<file path="config.mk">
export PLATFORM = sky130hd
export DESIGN_NAME = apu_sample_channel
export DESIGN_NICKNAME = d
export VERILOG_FILES = /design/src/rtl/apu_pkg.sv /design/src/rtl/apu_volume_scaler.sv /design/src/rtl/apu_sample_channel.sv
export SDC_FILE = /design/constraint.sdc
export NUM_CORES = 1
export LEC_CHECK = 0
export ABC_AREA = 1
export BUFFER_PORTS_ARGS = -buffer_cell sky130_fd_sc_hd__clkbuf_2
export CAP_MARGIN = 30
export CORE_AREA = 2 2 232 234
export DETAILED_ROUTE_END_ITERATION = 10
export DIE_AREA = 0 0 234 236
export PLACE_DENSITY = 0.62
export SETUP_SLACK_MARGIN = 0.05
export SKIP_CTS_REPAIR_TIMING = 1
export SLEW_MARGIN = 10
export SYNTH_ARGS = -nofsm -noshare
export SYNTH_HDL_FRONTEND = slang
export SYNTH_SLANG_ARGS = --single-unit
</file>
<file path="constraint.sdc">
create_clock -name clk -period 16.82 [get_ports clk]
set_input_delay 4.205 -clock clk [delete_from_list [all_inputs] [get_ports clk]]
set_output_delay 4.205 -clock clk [all_outputs]
set_load 0.05 [all_outputs]
</file>
<file path="src/rtl/apu_pkg.sv">
// apu_pkg: shared types and default sizes for the APU sample-playback channel.
//   chanState_t        channel sequencer states
//   apu_channel_cfg_t  one voice's playback configuration at the default widths
//   Apu*W              default parameter values for apu_sample_channel
package apu_pkg;

    localparam int unsigned ApuAddrW   = 32;
    localparam int unsigned ApuPosW    = 24;
    localparam int unsigned ApuSampleW = 16;
    localparam int unsigned ApuVolW    = 8;

    typedef enum logic [2:0] {
        StIdle,
        StFetchL,
        StFetchR,
        StEmit,
        StDrain
    } chanState_t;

    typedef struct packed {
        logic [ApuAddrW-1:0] base;
        logic [ApuPosW-1:0]  sampleCount;
        logic [ApuPosW-1:0]  loopStart;
        logic [ApuPosW-1:0]  loopEnd;
        logic                loopEn;
        logic                mono;
        logic [ApuVolW-1:0]  volumeL;
        logic [ApuVolW-1:0]  volumeR;
    } apu_channel_cfg_t;

endpackage

</file>
<file path="src/rtl/apu_volume_scaler.sv">
// apu_volume_scaler: combinational volume scaling of one signed sample.
//   sample  in   signed sample word
//   volume  in   unsigned volume (0..2^VOL_W-1)
//   scaled  out  (sample * volume) >>> VOL_W, truncated to SAMPLE_W
module apu_volume_scaler #(
    parameter int unsigned SAMPLE_W = 16,
    parameter int unsigned VOL_W    = 8
) (
    input  logic [SAMPLE_W-1:0] sample,
    input  logic [VOL_W-1:0]    volume,
    output logic [SAMPLE_W-1:0] scaled
);

    localparam int unsigned ProdW = SAMPLE_W + VOL_W + 1;

    logic signed [ProdW-1:0] sampleExt;
    logic signed [ProdW-1:0] volumeExt;
    logic signed [ProdW-1:0] product;
    logic signed [ProdW-1:0] shifted;
    logic                    unusedShiftBits;

    // Volume is zero-extended so it stays non-negative in the signed product.
    assign sampleExt = {{(VOL_W + 1){sample[SAMPLE_W-1]}}, sample};
    assign volumeExt = {{(SAMPLE_W + 1){1'b0}}, volume};
    assign product   = sampleExt * volumeExt;
    assign shifted   = product >>> VOL_W;
    assign scaled    = shifted[SAMPLE_W-1:0];

    assign unusedShiftBits = ^shifted[ProdW-1:SAMPLE_W];

endmodule

</file>
<file path="src/rtl/apu_sample_channel.sv">
// apu_sample_channel: one APU voice. On each sample_tick while playing it reads the
// mono or interleaved-stereo frame at the current position over a req/ack port,
// scales it by volume, presents it on out_left/out_right and advances the position
// with loop wrap or one-shot end.
//   cfg_*        configuration, latched by cfg_start; cfg_stop halts playback
//   sample_tick  request for the next output frame
//   mem_*        sample-memory read port (req held until ack, rdata valid with ack)
//   out_*        scaled frame, out_valid pulses when it is new
//   playing/done/underrun  voice status
// Build option: APU_CHANNEL_PAN_EN gives independent left/right volume; without it
// cfg_volume_l scales both sides through a single time-shared multiplier.
module apu_sample_channel
    import apu_pkg::*;
#(
    parameter int unsigned ADDR_W   = ApuAddrW,
    parameter int unsigned POS_W    = ApuPosW,
    parameter int unsigned SAMPLE_W = ApuSampleW,
    parameter int unsigned VOL_W    = ApuVolW
) (
    input  logic                clk,
    input  logic                rst,
    input  logic                cfg_start,
    input  logic                cfg_stop,
    input  logic [ADDR_W-1:0]   cfg_base,
    input  logic [POS_W-1:0]    cfg_sample_count,
    input  logic [POS_W-1:0]    cfg_loop_start,
    input  logic [POS_W-1:0]    cfg_loop_end,
    input  logic                cfg_loop_en,
    input  logic                cfg_mono,
    input  logic [VOL_W-1:0]    cfg_volume_l,
    input  logic [VOL_W-1:0]    cfg_volume_r,
    input  logic                sample_tick,
    output logic                mem_req,
    output logic [ADDR_W-1:0]   mem_addr,
    input  logic                mem_ack,
    input  logic [SAMPLE_W-1:0] mem_rdata,
    output logic                out_valid,
    output logic [SAMPLE_W-1:0] out_left,
    output logic [SAMPLE_W-1:0] out_right,
    output logic                playing,
    output logic                done,
    output logic                underrun
);

    // Same layout as apu_channel_cfg_t, sized by this instance's parameters.
    typedef struct packed {
        logic [ADDR_W-1:0] base;
        logic [POS_W-1:0]  sampleCount;
        logic [POS_W-1:0]  loopStart;
        logic [POS_W-1:0]  loopEnd;
        logic              loopEn;
        logic              mono;
        logic [VOL_W-1:0]  volumeL;
        logic [VOL_W-1:0]  volumeR;
    } chanCfg_t;

    chanState_t          stateQ, stateD;
    chanCfg_t            cfgQ, cfgD, newCfg;
    logic [POS_W-1:0]    posQ, posD, posInc;
    logic                playingQ, playingD;
    logic                underrunQ, underrunD;
    logic [ADDR_W-1:0]   addrQ, addrD, posAddr, addrL, addrR;
    logic [SAMPLE_W-1:0] fetchLQ, fetchLD, fetchRQ, fetchRD;
    logic [SAMPLE_W-1:0] outLeftQ, outLeftD, outRightQ, outRightD;
    logic [SAMPLE_W-1:0] scaledL, scaledR;
    logic                reqOutstanding, emitValid, emitDone;

    // Samples are scaled as they arrive, so the held frame is already volume-applied.
`ifdef APU_CHANNEL_PAN_EN
    apu_volume_scaler #(.SAMPLE_W(SAMPLE_W), .VOL_W(VOL_W)) uScaleL (
        .sample (mem_rdata),
        .volume (cfgQ.volumeL),
        .scaled (scaledL)
    );
    apu_volume_scaler #(.SAMPLE_W(SAMPLE_W), .VOL_W(VOL_W)) uScaleR (
        .sample (mem_rdata),
        .volume (cfgQ.volumeR),
        .scaled (scaledR)
    );
`else
    logic unusedVolR;
    apu_volume_scaler #(.SAMPLE_W(SAMPLE_W), .VOL_W(VOL_W)) uScale (
        .sample (mem_rdata),
        .volume (cfgQ.volumeL),
        .scaled (scaledL)
    );
    assign scaledR    = scaledL;
    assign unusedVolR = ^cfgQ.volumeR;
`endif

    always_comb begin
        newCfg.base        = cfg_base;
        newCfg.sampleCount = cfg_sample_count;
        newCfg.loopStart   = cfg_loop_start;
        newCfg.loopEnd     = cfg_loop_end;
        newCfg.loopEn      = cfg_loop_en;
        newCfg.mono        = cfg_mono;
        newCfg.volumeL     = cfg_volume_l;
        newCfg.volumeR     = cfg_volume_r;

        stateD    = stateQ;
        cfgD      = cfgQ;
        posD      = posQ;
        playingD  = playingQ;
        underrunD = underrunQ;
        addrD     = addrQ;
        fetchLD   = fetchLQ;
        fetchRD   = fetchRQ;
        outLeftD  = outLeftQ;
        outRightD = outRightQ;
        emitValid = 1'b0;
        emitDone  = 1'b0;

        posInc  = posQ + POS_W'(1);
        posAddr = ADDR_W'(posQ);
        addrL   = cfgQ.mono ? cfgQ.base + posAddr : cfgQ.base + (posAddr << 1);
        addrR   = cfgQ.base + (posAddr << 1) + ADDR_W'(1);

        // A request the memory has not taken yet must be carried to its ack.
        reqOutstanding = (stateQ == StFetchL || stateQ == StFetchR || stateQ == StDrain)
                         && !mem_ack;

        if (cfg_start || cfg_stop) begin
            stateD = reqOutstanding ? StDrain : StIdle;
            if (cfg_start) begin
                cfgD      = newCfg;
                posD      = '0;
                playingD  = !(cfg_sample_count == '0 && !cfg_loop_en);
                underrunD = 1'b0;
            end else begin
                playingD = 1'b0;
            end
        end else begin
            if (sample_tick && stateQ != StIdle) begin
                underrunD = 1'b1;
            end
            unique case (stateQ)
                StIdle: begin
                    if (sample_tick && playingQ) begin
                        stateD = StFetchL;
                        addrD  = addrL;
                    end
                end
                StFetchL: begin
                    if (mem_ack) begin
                        fetchLD = scaledL;
                        if (cfgQ.mono) begin
                            fetchRD = scaledR;
                            stateD  = StEmit;
                        end else begin
                            addrD  = addrR;
                            stateD = StFetchR;
                        end
                    end
                end
                StFetchR: begin
                    if (mem_ack) begin
                        fetchRD = scaledR;
                        stateD  = StEmit;
                    end
                end
                StEmit: begin
                    emitValid = 1'b1;
                    outLeftD  = fetchLQ;
                    outRightD = fetchRQ;
                    if (cfgQ.loopEn && posInc == cfgQ.loopEnd) begin
                        posD = cfgQ.loopStart;
                    end else if (posInc == cfgQ.sampleCount) begin
                        playingD = 1'b0;
                        emitDone = 1'b1;
                    end else begin
                        posD = posInc;
                    end
                    stateD = StIdle;
                end
                StDrain: begin
                    if (mem_ack) begin
                        stateD = StIdle;
                    end
                end
                default: stateD = StIdle;
            endcase
        end
    end

    always_ff @(posedge clk) begin
        if (rst) begin
            stateQ    <= StIdle;
            cfgQ      <= '0;
            posQ      <= '0;
            playingQ  <= 1'b0;
            underrunQ <= 1'b0;
            addrQ     <= '0;
            fetchLQ   <= '0;
            fetchRQ   <= '0;
            outLeftQ  <= '0;
            outRightQ <= '0;
        end else begin
            stateQ    <= stateD;
            cfgQ      <= cfgD;
            posQ      <= posD;
            playingQ  <= playingD;
            underrunQ <= underrunD;
            addrQ     <= addrD;
            fetchLQ   <= fetchLD;
            fetchRQ   <= fetchRD;
            outLeftQ  <= outLeftD;
            outRightQ <= outRightD;
        end
    end

    assign mem_req   = (stateQ == StFetchL || stateQ == StFetchR || stateQ == StDrain);
    assign mem_addr  = addrQ;
    assign out_valid = emitValid;
    assign out_left  = emitValid ? fetchLQ : outLeftQ;
    assign out_right = emitValid ? fetchRQ : outRightQ;
    assign playing   = playingQ;
    assign done      = emitDone;
    assign underrun  = underrunQ;

endmodule

</file>
# --- Word level (Yosys, flattened, before mapping) ---
# Index checks and enable logic that the tools add are counted.
classes:
  n_addsub: 4
  multipliers: 1
  n_div: 0
  n_lt_le_gt_ge: 0
  n_eq_ne: 18
  n_shift: 0
  muxes: 38
  bitwise: 1
  reduce_logical: 28
op_table:
  columns: ["op", "n"]
  rows:
  - ["$mux 32", 4]
  - ["$mux 24", 5]
  - ["$mux 16", 5]
  - ["$pmux 32 s2", 1]
  - ["$eq 24x24->1", 2]
  - ["$add 32x1->32 const B", 1]
  - ["$add 32x24->32", 1]
  - ["$add 32x25->32", 1]
  - ["$pmux 16 s2", 1]
  - ["$add 24x1->24 const B", 1]
  - ["$logic_not 24->1", 1]
  - ["$mul 16x9->24", 1]
  - ["$mux 3", 6]
  - ["$mux 1", 15]
  - ["$ne 2x2->1 const B", 7]
  - ["$pmux 3 s4", 1]
  - ["$reduce_and 5->1", 2]
  - ["$reduce_bool 2->1", 5]
  - ["$ne 3x2->1 const B", 3]
  - ["$reduce_and 3->1", 3]
  - ["$eq 3x2->1 const B", 2]
  - ["$ne 3x3->1 const B", 2]
  - ["$reduce_and 2->1", 3]
  - ["$logic_and 1x1->1", 5]
  - ["8 further kinds", 12]
word_totals:
  regBits: 239
  latchBits: 0
  ram_bits: 0
  rom_bits: 0
  input_bits: 144
  output_inout_bits: 69
  elab_cells: 106
  mem_count: 0

# --- Longest topological paths before layout ---
# Gate-level depths: netlist of the first run.
logic_depth:
  word_depth: 6
  mapped_depth: 29
  mapped_depth_nobuf: 27

# --- By module ---
# From an unflattened synthesis of the first run, not the netlist that was laid out.
hier_totals:
  cells_unflattened: 3338
  hier_area_um2: 20633.5
by_module_without_submodules:
  columns: ["module", "n_inst", "cells_each", "area_each_um2", "seq_area_each_um2"]
  rows:
  - ["apu_sample_channel", 1, 2634, 15738.8, 4784.6]
  - ["apu_volume_scaler", 1, 704, 4894.7, 0.0]

# --- Worst setup path after synthesis of the first run ---
# OpenSTA, ideal clock, no wires.
synth_path:
  kind: "input to output"
  start: "input cfg_stop"
  end: "output out_left[15]"
  t_arrival_ns: 6.069
  required_time_ns: 12.615
  slack_ns: 6.546
  path_stages: 7
  n_path_buf: 1
  path_cell_list: "nor2_1 > inv_1 > nor2_1 > clkbuf_1 > or2_2 > o21ai_0 > inv_1"
synth_via:
  elab_chain_cells: 3
synth_rtl:
  columns: ["element", "line_no", "source"]
  rows:
  - ["start: declaration", "apu_sample_channel.sv:23", "input logic cfg_stop,"]
  - ["$logic_or 1x1->1", "apu_sample_channel.sv:123", "if (cfg_start || cfg_stop) begin"]
  - ["$mux 1", "apu_sample_channel.sv:123", null]
  - ["named net out_valid", "apu_sample_channel.sv:37", "output logic out_valid,"]
  - ["$mux 16", "apu_sample_channel.sv:215", "assign out_left = emitValid ? fetchLQ : outLeftQ;"]
  - ["end: declaration", "apu_sample_channel.sv:38", "output logic [SAMPLE_W-1:0] out_left,"]
# The timed path passes the listed nets, and every way through them passes these cells.

# --- Final worst setup path of the first run ---
layout_path:
  start: "input cfg_start"
  end: "output out_right[9]"
layout_via:
  elab_chain_cells: 3
layout_rtl:
  columns: ["element", "line_no", "source"]
  rows:
  - ["start: declaration", "apu_sample_channel.sv:22", "input logic cfg_start,"]
  - ["$logic_or 1x1->1", "apu_sample_channel.sv:123", null]
  - ["$mux 1", "apu_sample_channel.sv:123", null]
  - ["$mux 16", "apu_sample_channel.sv:216", "assign out_right = emitValid ? fetchRQ : outRightQ;"]
  - ["end: declaration", "apu_sample_channel.sv:39", "output logic [SAMPLE_W-1:0] out_right,"]
# Every way passes these cells.

==> results of run 1 <==
## worst register-to-register path, stage by stage (launching register included)
cell and delay (ns):
dfxtp_1 0.78, nand2_1 0.17, fa_1 0.51, fa_1 0.49, inv_1 0.06, fa_1 0.53, inv_1 0.05, fa_1 0.55
inv_1 0.05, ha_1 0.37, nand4_1 0.13, o21ai_0 0.47, nand2_1 0.14, nand2_1 0.18, nand2_1 0.09, nand2_1 0.09
nand2_1 0.06, o21bai_1 0.20, nand2_1 0.10, nand3_1 0.10, nand3_1 0.10, nand2_1 0.08, inv_1 0.03
## worst min path at each step
stage / slack, ns / endpoint / startpoint / depth (start not counted)
2_1_floorplan: 0.42 / cfgQ[42] / cfgQ[42] / 2
3_3_place_gp: 0.44 / cfgQ[48] / cfgQ[48] / 2
3_5_place_dp: 0.44 / cfgQ[42] / cfgQ[42] / 2
4_1_cts: 0.45 / cfgQ[43] / cfgQ[43] / 2
5_1_grt: 0.47 / cfgQ[44] / cfgQ[44] / 2
6_report: 0.45 / cfgQ[48] / cfgQ[48] / 2
## layout make-up
| cell class | instances | share of cell area (%) |
|---|---|---|
| Multi-Input combinational cell | 2404 | 56.9 |
| Sequential cell | 239 | 20.5 |
| Inverter | 611 | 9.83 |
| Timing Repair Buffer | 221 | 4.92 |
| Tap cell | 696 | 3.72 |
| Clock buffer | 40 | 3.49 |
| Clock inverter | 14 | 0.653 |
## kinds of logic (layout without fill, tap and decap cells)
| group | count (synthesis) | in the layout | share of synthesized area (%) |
|---|---|---|---|
| XOR/XNOR | 34 | 34 | 1.43 |
| buffers and inverters | 737 | 886 | 13.4 |
| AO/OA/AOI/OAI | 539 | 539 | 14.0 |
| flip-flops | 239 | 239 | 22.9 |
| adder cells (fa/ha/maj) | 194 | 194 | 15.3 |
| AND/OR/NAND/NOR | 1637 | 1637 | 33.0 |
## cell usage after synthesis, types with 12 or more instances
cell	number	share of area, %
a21o_1	15	0.54
a21oi_1	167	4.0
xnor2_1	12	0.50
clkbuf_1	112	2.0
fa_1	101	9.7
ha_1	93	5.6
o21ai_0	273	6.5
nand3_1	242	5.8
xor2_1	22	0.92
nand4_1	37	1.1
inv_1	607	11
dfxtp_1	239	23
nand3b_1	23	0.83
a31oi_1	18	0.54
nand2_1	834	15
nor2_1	407	7.3
o211ai_1	40	1.4
nor3_1	31	0.74
or2_2	36	1.1
## through the flow
stage	hold slack, ns	setup slack, ns	area, sq um	utilization [%]
6_report	0.449	5.69	23400	44.1
5_1_grt	0.466	5.31	23400	44.1
4_1_cts	0.453	5.62	23400	44.1
3_5_place_dp	0.445	5.63	22400	42.2
3_3_place_gp	0.436	5.61	22400	42.2
2_1_floorplan	0.425	6.55	20900	-
## power by group through the flow
stage / Combinational (mW) / Sequential [mW] / Clock, mW
finish: 0.613 / 0.623 / 0.647
global route: 0.707 / 0.626 / 0.682
CTS: 0.615 / 0.622 / 0.660
detailed placement: 0.612 / 0.634 / 0
global placement: 0.607 / 0.634 / 0
floorplan: 0.442 / 0.625 / 0
## routing by layer
| metal | vias up | wire length (microns) | track usage, % |
|---|---|---|---|
| li1 | 10866 | - | - |
| met1 | 9710 | 29800 | 32.0 |
| met2 | 542 | 33700 | 44.5 |
| met3 | 108 | 3360 | 2.70 |
| met4 | 4 | 1950 | 6.94 |
| met5 | - | 27 | 0 |
## placed cells by master, fill, tap and decap left out, drive strengths merged, types with 2 or more instances in the layout
master,instances
and2,5
o22ai,2
clkinv,9
ha,93
nand4,38
inv,613
clkbuf,244
xor2,22
a31oi,18
nand2,839
nand3,243
and3,2
bufinv,2
nand3b,23
a21o,15
xnor2,12
o21a,3
a211oi,3
buf,16
dfxtp,239
nor4,3
a21oi,167
a22oi,3
o21bai,6
nor3,31
fa,101
o21ai,276
or2,36
o211ai,40
nor3b,2
nor2,415
## registers in the layout (all words and copies together), names as in the netlist
register and cells:
outRightQ 16, fetchLQ 16, fetchRQ 16, playing 1, stateQ 3, cfgQ 114
mem_addr 32, posQ 24, underrun 1, outLeftQ 16
==> results_dict.tcl, run 1 <==
set metrics [dict create \
    status "finished clean" \
    dp_hpwl_microns 54300 \
    p_int_mw 1.17 \
    synth_flop_cell "dfxtp_1" \
    combPwrFrac_pct 32.5 \
    power_mw 1.88 \
    vdd_drop_max_uv 65.8 \
    crit_end "out_right[9]" \
    antenna_found_initial 2 \
    clk_path_buf_depth 3 \
    grt_pass1_vias 20516 \
    maxSlewViolCount 0 \
    seq_area_frac_synth_pct 22.9 \
    max_stage_delay_ns 0.63 \
    syn_nets 3718 \
    multi_input_area_sq_um 13300 \
    p_sw_mw 0.713 \
    power.density_nw_per_um2 80.5 \
    grt_pass1_wl_microns 110000 \
    fillers 5852 \
    rsz0062_at_grt "no" \
    cp-end-kind "primary output" \
    synth_cells 3380 \
    seq_power_share_pct 33.1 \
    worstReg2RegStart "cfgQ[12]" \
    hold_violations 0 \
    yosysWarnings 0 \
    slew_headroom_pct 42.1 \
    clkSlewWorstSetupHoldPaths_ns 0.06 \
    finalCritPeriodShare_pct 66.2 \
    setup_tns_ns 0 \
    critPathMaxFanout 83 \
    gr-total-overflow 0 \
    totalWireLength_microns 68800 \
    pwr-share-clk_pct 34.4 \
    crit_cells 10 \
    register_area_sq_um 4780 \
    cpMostUsedCell "inv_1" \
    p_leak_nw 12.6 \
    start_kind "primary input" \
    hp-class "reg2reg" \
    startpoint "cfg_start" \
    fin_crit_ns 11.13 \
    setup_viol_count_final 0 \
    cts-root-buf "clkbuf_16" \
    layout-drive-gt1-share_pct 9.41 \
    r2r-end "fetchLQ[12]" \
    antennaDiodeCount 0 \
    die_w_microns 234 \
    synth_seq_cells 239 \
    drv_cap 0 \
    reg2regPathDepth 22 \
    synthToLayoutAreaGrowth_pct 12.1 \
    placementRows 85 \
    postRouteAntennaNets 0 \
    routed_via_density 5.02 \
    max_freq_mhz 89.8 \
    ctsHtreeMaxLevel 1 \
    grt_usage_pct 25.1 \
    r2r_slack_ns 11.41 \
    drt_iter0_drc 1322 \
    dp_cells 4171 \
    die_area_sq_um 55200 \
    avgSynthCellArea_sq_um 6.17 \
    vias 21230 \
    tightest_slew_ns 0.867 \
    path_cells "clkbuf_2, buf_4, nor2_2, inv_1, nor2_1, buf_4, inv_1, o21ai_0, inv_1, clkbuf_2" \
    synth_cell_types 49 \
    synth_area_sq_um 20900 \
    path_class "in2out" \
    grt_max_degree 93 \
    path_buf_inv 7 \
    ios 213 \
    worstPathArrival_ns 6.93 \
    routedWlPerCell_microns 16.3 \
    synth_enable_flop_cells 0 \
    synthArstFlopShare_pct 0 \
    cts_tree "done" \
    final_nets 3844 \
    drtPass1Iterations 5 \
    core-area_sq_um 53100 \
    gp_congestion 0.960 \
    clock_latency_ns 0.60 \
    cts_num_sinks 239 \
    fin_cells 4225 \
    finClkSkew_ns 0.0300 \
    cts_buffers 29 \
    portBuffers 204 \
    die_y_microns 236 \
    initial_core_util_pct 39.3 \
    critPathTopFamily "buffers and inverters" \
    cp.required_ns 12.61 \
    switching_share_pct 37.9 \
    cp_slowest_cell "buf_4" \
    drc_errors 0 \
]
No activity file was read; power rests on OpenSTA's default activity.
==> run 2, diff against run 1 <==
- clock period: 16.82 -> 11.5 ns (I/O delays scaled with it)
==> results_dict.tcl, run 2 (synthesis gave the netlist of run 1 again) <==
set metrics [dict create \
    status "finished clean" \
    design_area_sq_um 23400 \
    setup_viol_count_final 0 \
    die_area_sq_um 55200 \
    synthToLayoutAreaGrowth_pct 12.1 \
    switching_share_pct 37.1 \
    largest_register_ffs 114 \
    grt_pass1_vias 20446 \
    final_cell_mix "nand2_1 (834), inv_1 (605), nor2_1 (406), o21ai_0 (273), nand3_1 (242)" \
    cts-root-buf "clkbuf_16" \
    finClkSkew_ns 0.0261 \
    die_y_microns 236 \
    cts_tree "done" \
    grt_pass1_wl_microns 109000 \
    p_leak_nw 12.6 \
    clock_latency_ns 0.59 \
    placementRows 85 \
    placed_area_sq_um 22400 \
    die_w_microns 234 \
    tightest_slew_ns 0.972 \
    critPathMaxFanout 83 \
    cp.required_ns 8.63 \
    path_cells "clkbuf_2, buf_4, nor2_2, buf_4, inv_1, nor2_1, buf_4, inv_1, o21ai_0, inv_1, clkbuf_2" \
    portBuffers 204 \
    worstPathArrival_ns 5.76 \
    final_nets 3843 \
    cp_slowest_cell "buf_4" \
    routedWlPerCell_microns 16.3 \
    drc_errors 0 \
    cts_num_sinks 239 \
    vdd_drop_max_uv 108 \
    hold_violations 0 \
    maxSlewViolCount 0 \
    combPwrFrac_pct 32.5 \
    multi_input_area_sq_um 13300 \
    start_kind "primary input" \
    p_sw_mw 1.02 \
    max_stage_delay_ns 0.62 \
    setup_tns_ns 0 \
    max_freq_mhz 116 \
    power.density_nw_per_um2 118 \
    layout_commonest_cell "nand2_1" \
    gp_congestion 0.959 \
    cts_buffers 29 \
    ios 213 \
    register_area_sq_um 4780 \
    layout-drive-gt1-share_pct 9.44 \
    grt_usage_pct 24.9 \
    antenna_found_initial 2 \
    finalCritPeriodShare_pct 75.1 \
    initial_core_util_pct 39.3 \
    p_int_mw 1.74 \
    hp-class "reg2reg" \
    drv_cap 0 \
    postRouteAntennaNets 0 \
    seq_power_share_pct 33.0 \
    drt_iter0_drc 1282 \
    vias 21211 \
    fin_crit_ns 8.64 \
    slew_headroom_pct 34.3 \
    pwr-share-clk_pct 34.5 \
    drtPass1Iterations 6 \
    clk_path_buf_depth 3 \
    r2r_slack_ns 6.10 \
    rsz0062_at_grt "no" \
    largest-register "cfgQ" \
    totalWireLength_microns 68700 \
    ctsHtreeMaxLevel 1 \
    fillers 5781 \
    grt_max_degree 100 \
    power_mw 2.76 \
    gr-total-overflow 0 \
    dp_hpwl_microns 54500 \
    routed_via_density 5.02 \
    cp-end-kind "primary output" \
    core-area_sq_um 53100 \
    path_class "in2out" \
    clkSlewWorstSetupHoldPaths_ns 0.06 \
]
[run 2: through the flow]
stage / setup WS, ns / utilization, % / hold WS (ns) / instances
floorplan: 3.89 / - / 0.425 / 3380
global placement: 2.84 / 42.2 / 0.436 / 4170
detailed placement: 2.85 / 42.2 / 0.445 / 4170
CTS: 2.84 / 44.1 / 0.452 / 4223
global route: 2.58 / 44.1 / 0.469 / 4224
finish: 2.86 / 44.1 / 0.447 / 4224
[run 2: path summary, 6_finish.rpt]
kind | startpoint | depth (start not counted) | endpoint
worst max-delay path | cfg_start | 11 | out_left[4]
worst min-delay path | cfgQ[44] | 2 | cfgQ[44]
worst max register to register | cfgQ[12] | 22 | fetchRQ[12]
worst min register to register | cfgQ[44] | 2 | cfgQ[44]
[run 2: area by class of cell]
type,instances,share of cell area (%)
clock inverters,14,0.647
multi-input cells,2404,56.9
repair buffers,220,4.88
diodes,1,0.0107
flip-flops and latches,239,20.5
clock buffers,39,3.56
inverters,611,9.83
well taps,696,3.72
[run 2: power groups by stage]
stage               clock, mW  sequential [mW]  combinational, mW
floorplan                   0            0.914              0.647
finish                  0.953            0.910              0.897
global route             1.01            0.915               1.03
CTS                     0.974            0.909              0.901
global placement            0            0.927              0.889
detailed placement          0            0.927              0.897
[run 2: critical path, delay by kind of cell]
family          cells  cell delay, ns
simple gates        2            0.12
buf+inv             8            2.48
compound gates      1            0.25
[run 2: metal layers]
layer  vias up  global-route usage, %  part of all wire, %
met5         -                      0                0.019
met4         2                   8.40                  3.6
met3       109                   2.55                  4.7
met2       509                   43.4                   48
met1      9731                   31.8                   43
li1      10860                      -                    -
==> run 3, diff against run 2 <==
- ABC_AREA: 1 -> 0
- CORE_AREA: 2 2 232 234 -> 2 2 220 222
- DIE_AREA: 0 0 234 236 -> 0 0 222 224
- PLACE_DENSITY: 0.62 -> 0.63
- clock period: 11.5 -> 9 ns (I/O delays scaled with it)
==> results_dict.tcl, run 3 <==
set metrics [dict create \
    synthToLayoutAreaGrowth_pct 13.5 \
    fillers 4701 \
    postRouteAntennaNets 0 \
    setup_viol_count_final 0 \
    finClkSkew_ns 0.0179 \
    vdd_drop_max_uv 170 \
    hold_start "mem_addr[9]" \
    largest-register "cfgQ" \
    grtUsageMet1_pct 30.9 \
    synth_top_area_cell "dfxtp_1" \
    final_nets 2782 \
    die_y_microns 224 \
    grt_pass1_vias 16358 \
    synthTopCellsByArea "dfxtp_1 (25%), fa_1 (11%), mux2i_1 (6.9%)" \
    cts_tree "done" \
    r2r_slack_ns 2.75 \
    worstReg2RegStart "cfgQ[13]" \
    max_freq_mhz 137 \
    met2_usage_pct 36.0 \
    totalWireLength_microns 55300 \
    hp-class "reg2reg" \
    portBuffers 204 \
    clock_latency_ns 0.59 \
    routed_via_density 5.41 \
    synthArstFlopShare_pct 0 \
    critPathMaxFanout 8 \
    drt_iter0_drc 1196 \
    layout-drive-gt1-share_pct 13.4 \
    yosysMostFrequentCell "nand2_1" \
    grt_usage_pct 22.1 \
    cts_num_sinks 239 \
    tightest_slew_ns 0.829 \
    worstPathArrival_ns 7.74 \
    gr-total-overflow 0 \
    reg2regPathDepth 19 \
    synth_cells 2306 \
    cts-root-buf "clkbuf_16" \
    core-area_sq_um 47300 \
    maxSlewViolCount 0 \
    power.density_nw_per_um2 141 \
    final_cell_mix "nand2_1 (328), dfxtp_1 (239), nor2_1 (230), clkbuf_2 (203), inv_1 (164)" \
    die_area_sq_um 49700 \
    ctsHtreeMaxLevel 1 \
    synth_enable_flop_cells 0 \
    synth_flop_cell "dfxtp_1" \
    hold_depth 2 \
    p_leak_nw 9.58 \
    grtUsageMet3_pct 2.19 \
    die_w_microns 222 \
    ios 213 \
    drv_cap 0 \
    start_kind "primary input" \
    setup_tns_ns 0 \
    synth_seq_cells 239 \
    hold_violations 0 \
    drc_errors 0 \
    initial_core_util_pct 39.7 \
    synth_top_area_share_pct 25.5 \
    seq_area_frac_synth_pct 25.5 \
    clk_path_buf_depth 3 \
    cts_buffers 30 \
    synth_area_sq_um 18800 \
    yosysWarnings 0 \
    grt_max_degree 69 \
    hold_path_end "mem_addr[9]" \
    synth_commonest_cells "nand2_1 (328), dfxtp_1 (239), nor2_1 (230)" \
    largest_register_ffs 114 \
    antenna_found_initial 1 \
    cp.required_ns 9.44 \
    vias 16692 \
    r2r-end "fetchRQ[13]" \
    rsz0062_at_grt "no" \
    clkSlewWorstSetupHoldPaths_ns 0.06 \
    path_class "in2reg" \
    routedWlPerCell_microns 17.9 \
    avgSynthCellArea_sq_um 8.14 \
    fin_crit_ns 7.30 \
    status "finished clean" \
    finalCritPeriodShare_pct 81.2 \
    pre_cts_ws_ns 1.18 \
    busiest_layer "met2" \
    setup_ws_ns 1.70 \
    gp_congestion 0.943 \
    placementRows 80 \
    cp-end-kind "register" \
    synth_cell_types 89 \
    layout_commonest_cell "nand2_1" \
    grt_pass1_wl_microns 88600 \
    drtPass1Iterations 6 \
    slew_headroom_pct 44.1 \
    dp_hpwl_microns 43600 \
    syn_nets 2644 \
]
## run 3: changes by cell type in the layout (fill, tap and decap cells not counted), sizes merged, moves of 33 or more
cell and change:
and2 +100, xor2 +41, a211oi +33, inv -445
nand2 -510, nand3 -190, mux2i +130, nor2 -185
o21ai -199, a21oi -37, xnor2 +66
## run 3: metrics by stage
stage	area, sq um	util (%)	cells	power (mW)	hold WS [ns]
2_1_floorplan	18800	-	2306	1.58	0.437
5_1_grt	21300	45.0	3083	3.17	0.470
3_5_place_dp	20200	42.7	3025	1.77	0.448
6_report	21300	45.0	3083	3.01	0.453
3_3_place_gp	20200	42.7	3024	1.75	0.446
4_1_cts	21300	44.9	3080	3.04	0.457
## run 3: layout make-up
type	count	area, sq um	area share, %
antenna	1	2.50	0.0117
multi-input combinational	1785	12900	60.5
tap	615	769	3.61
sequential	239	4780	22.5
inverter	164	616	2.89
clock buffer	38	822	3.86
timing repair buffer	224	1220	5.73
clock inverter	17	209	0.981
## run 3: how the worst max path moves through the flow
stage	startpoint	to	cells after the start	slack, ns
after floorplan	mem_rdata[5]	fetchRQ[13]	19	1.99
after CTS	mem_rdata[5]	fetchRQ[13]	20	1.77
after detailed placement	mem_rdata[5]	fetchRQ[13]	20	1.18
after global placement	mem_rdata[5]	fetchRQ[13]	20	1.15
after global routing	mem_rdata[5]	fetchRQ[13]	20	1.32
final	mem_rdata[5]	fetchRQ[13]	20	1.70
## run 3: where the power goes
part	internal [mW]	total (mW)	leakage (nW)	switching, mW
Combinational	0.249	0.613	7.13	0.364
Clock	0.761	1.26	0.504	0.500
Sequential	1.09	1.14	1.95	0.0445
## run 3: cell families after synthesis
logic type                 synth area share [%]
xor gates and xnor gates                   6.74
AOI/OAI and AO/OA                          14.5
buffers and inverters                      5.98
muxes                                      6.99
and+or+nand+nor                            23.3
DFF                                        25.5
adders and majority gates                  17.0
## run 3: critical path, cell delays in order
cell	delay, ns
clkbuf_2	0.19
nand2_1	0.11
fa_1	0.57
inv_1	0.05
fa_1	0.47
fa_1	0.55
inv_1	0.06
fa_1	0.53
inv_1	0.04
ha_1	0.23
or4_1	0.55
a311oi_1	0.43
nor2_1	0.17
a2111oi_0	0.56
nor2_1	0.12
and2_1	0.21
o21a_1	0.17
nor2_1	0.11
xor2_1	0.25
o31ai_1	0.10
## run 3: routing by layer
layer  up-vias  wire, microns
met5         -              0
met4         0           1520
met3        90           2790
met2       499          24800
met1      7970          26200
li1       8133              -
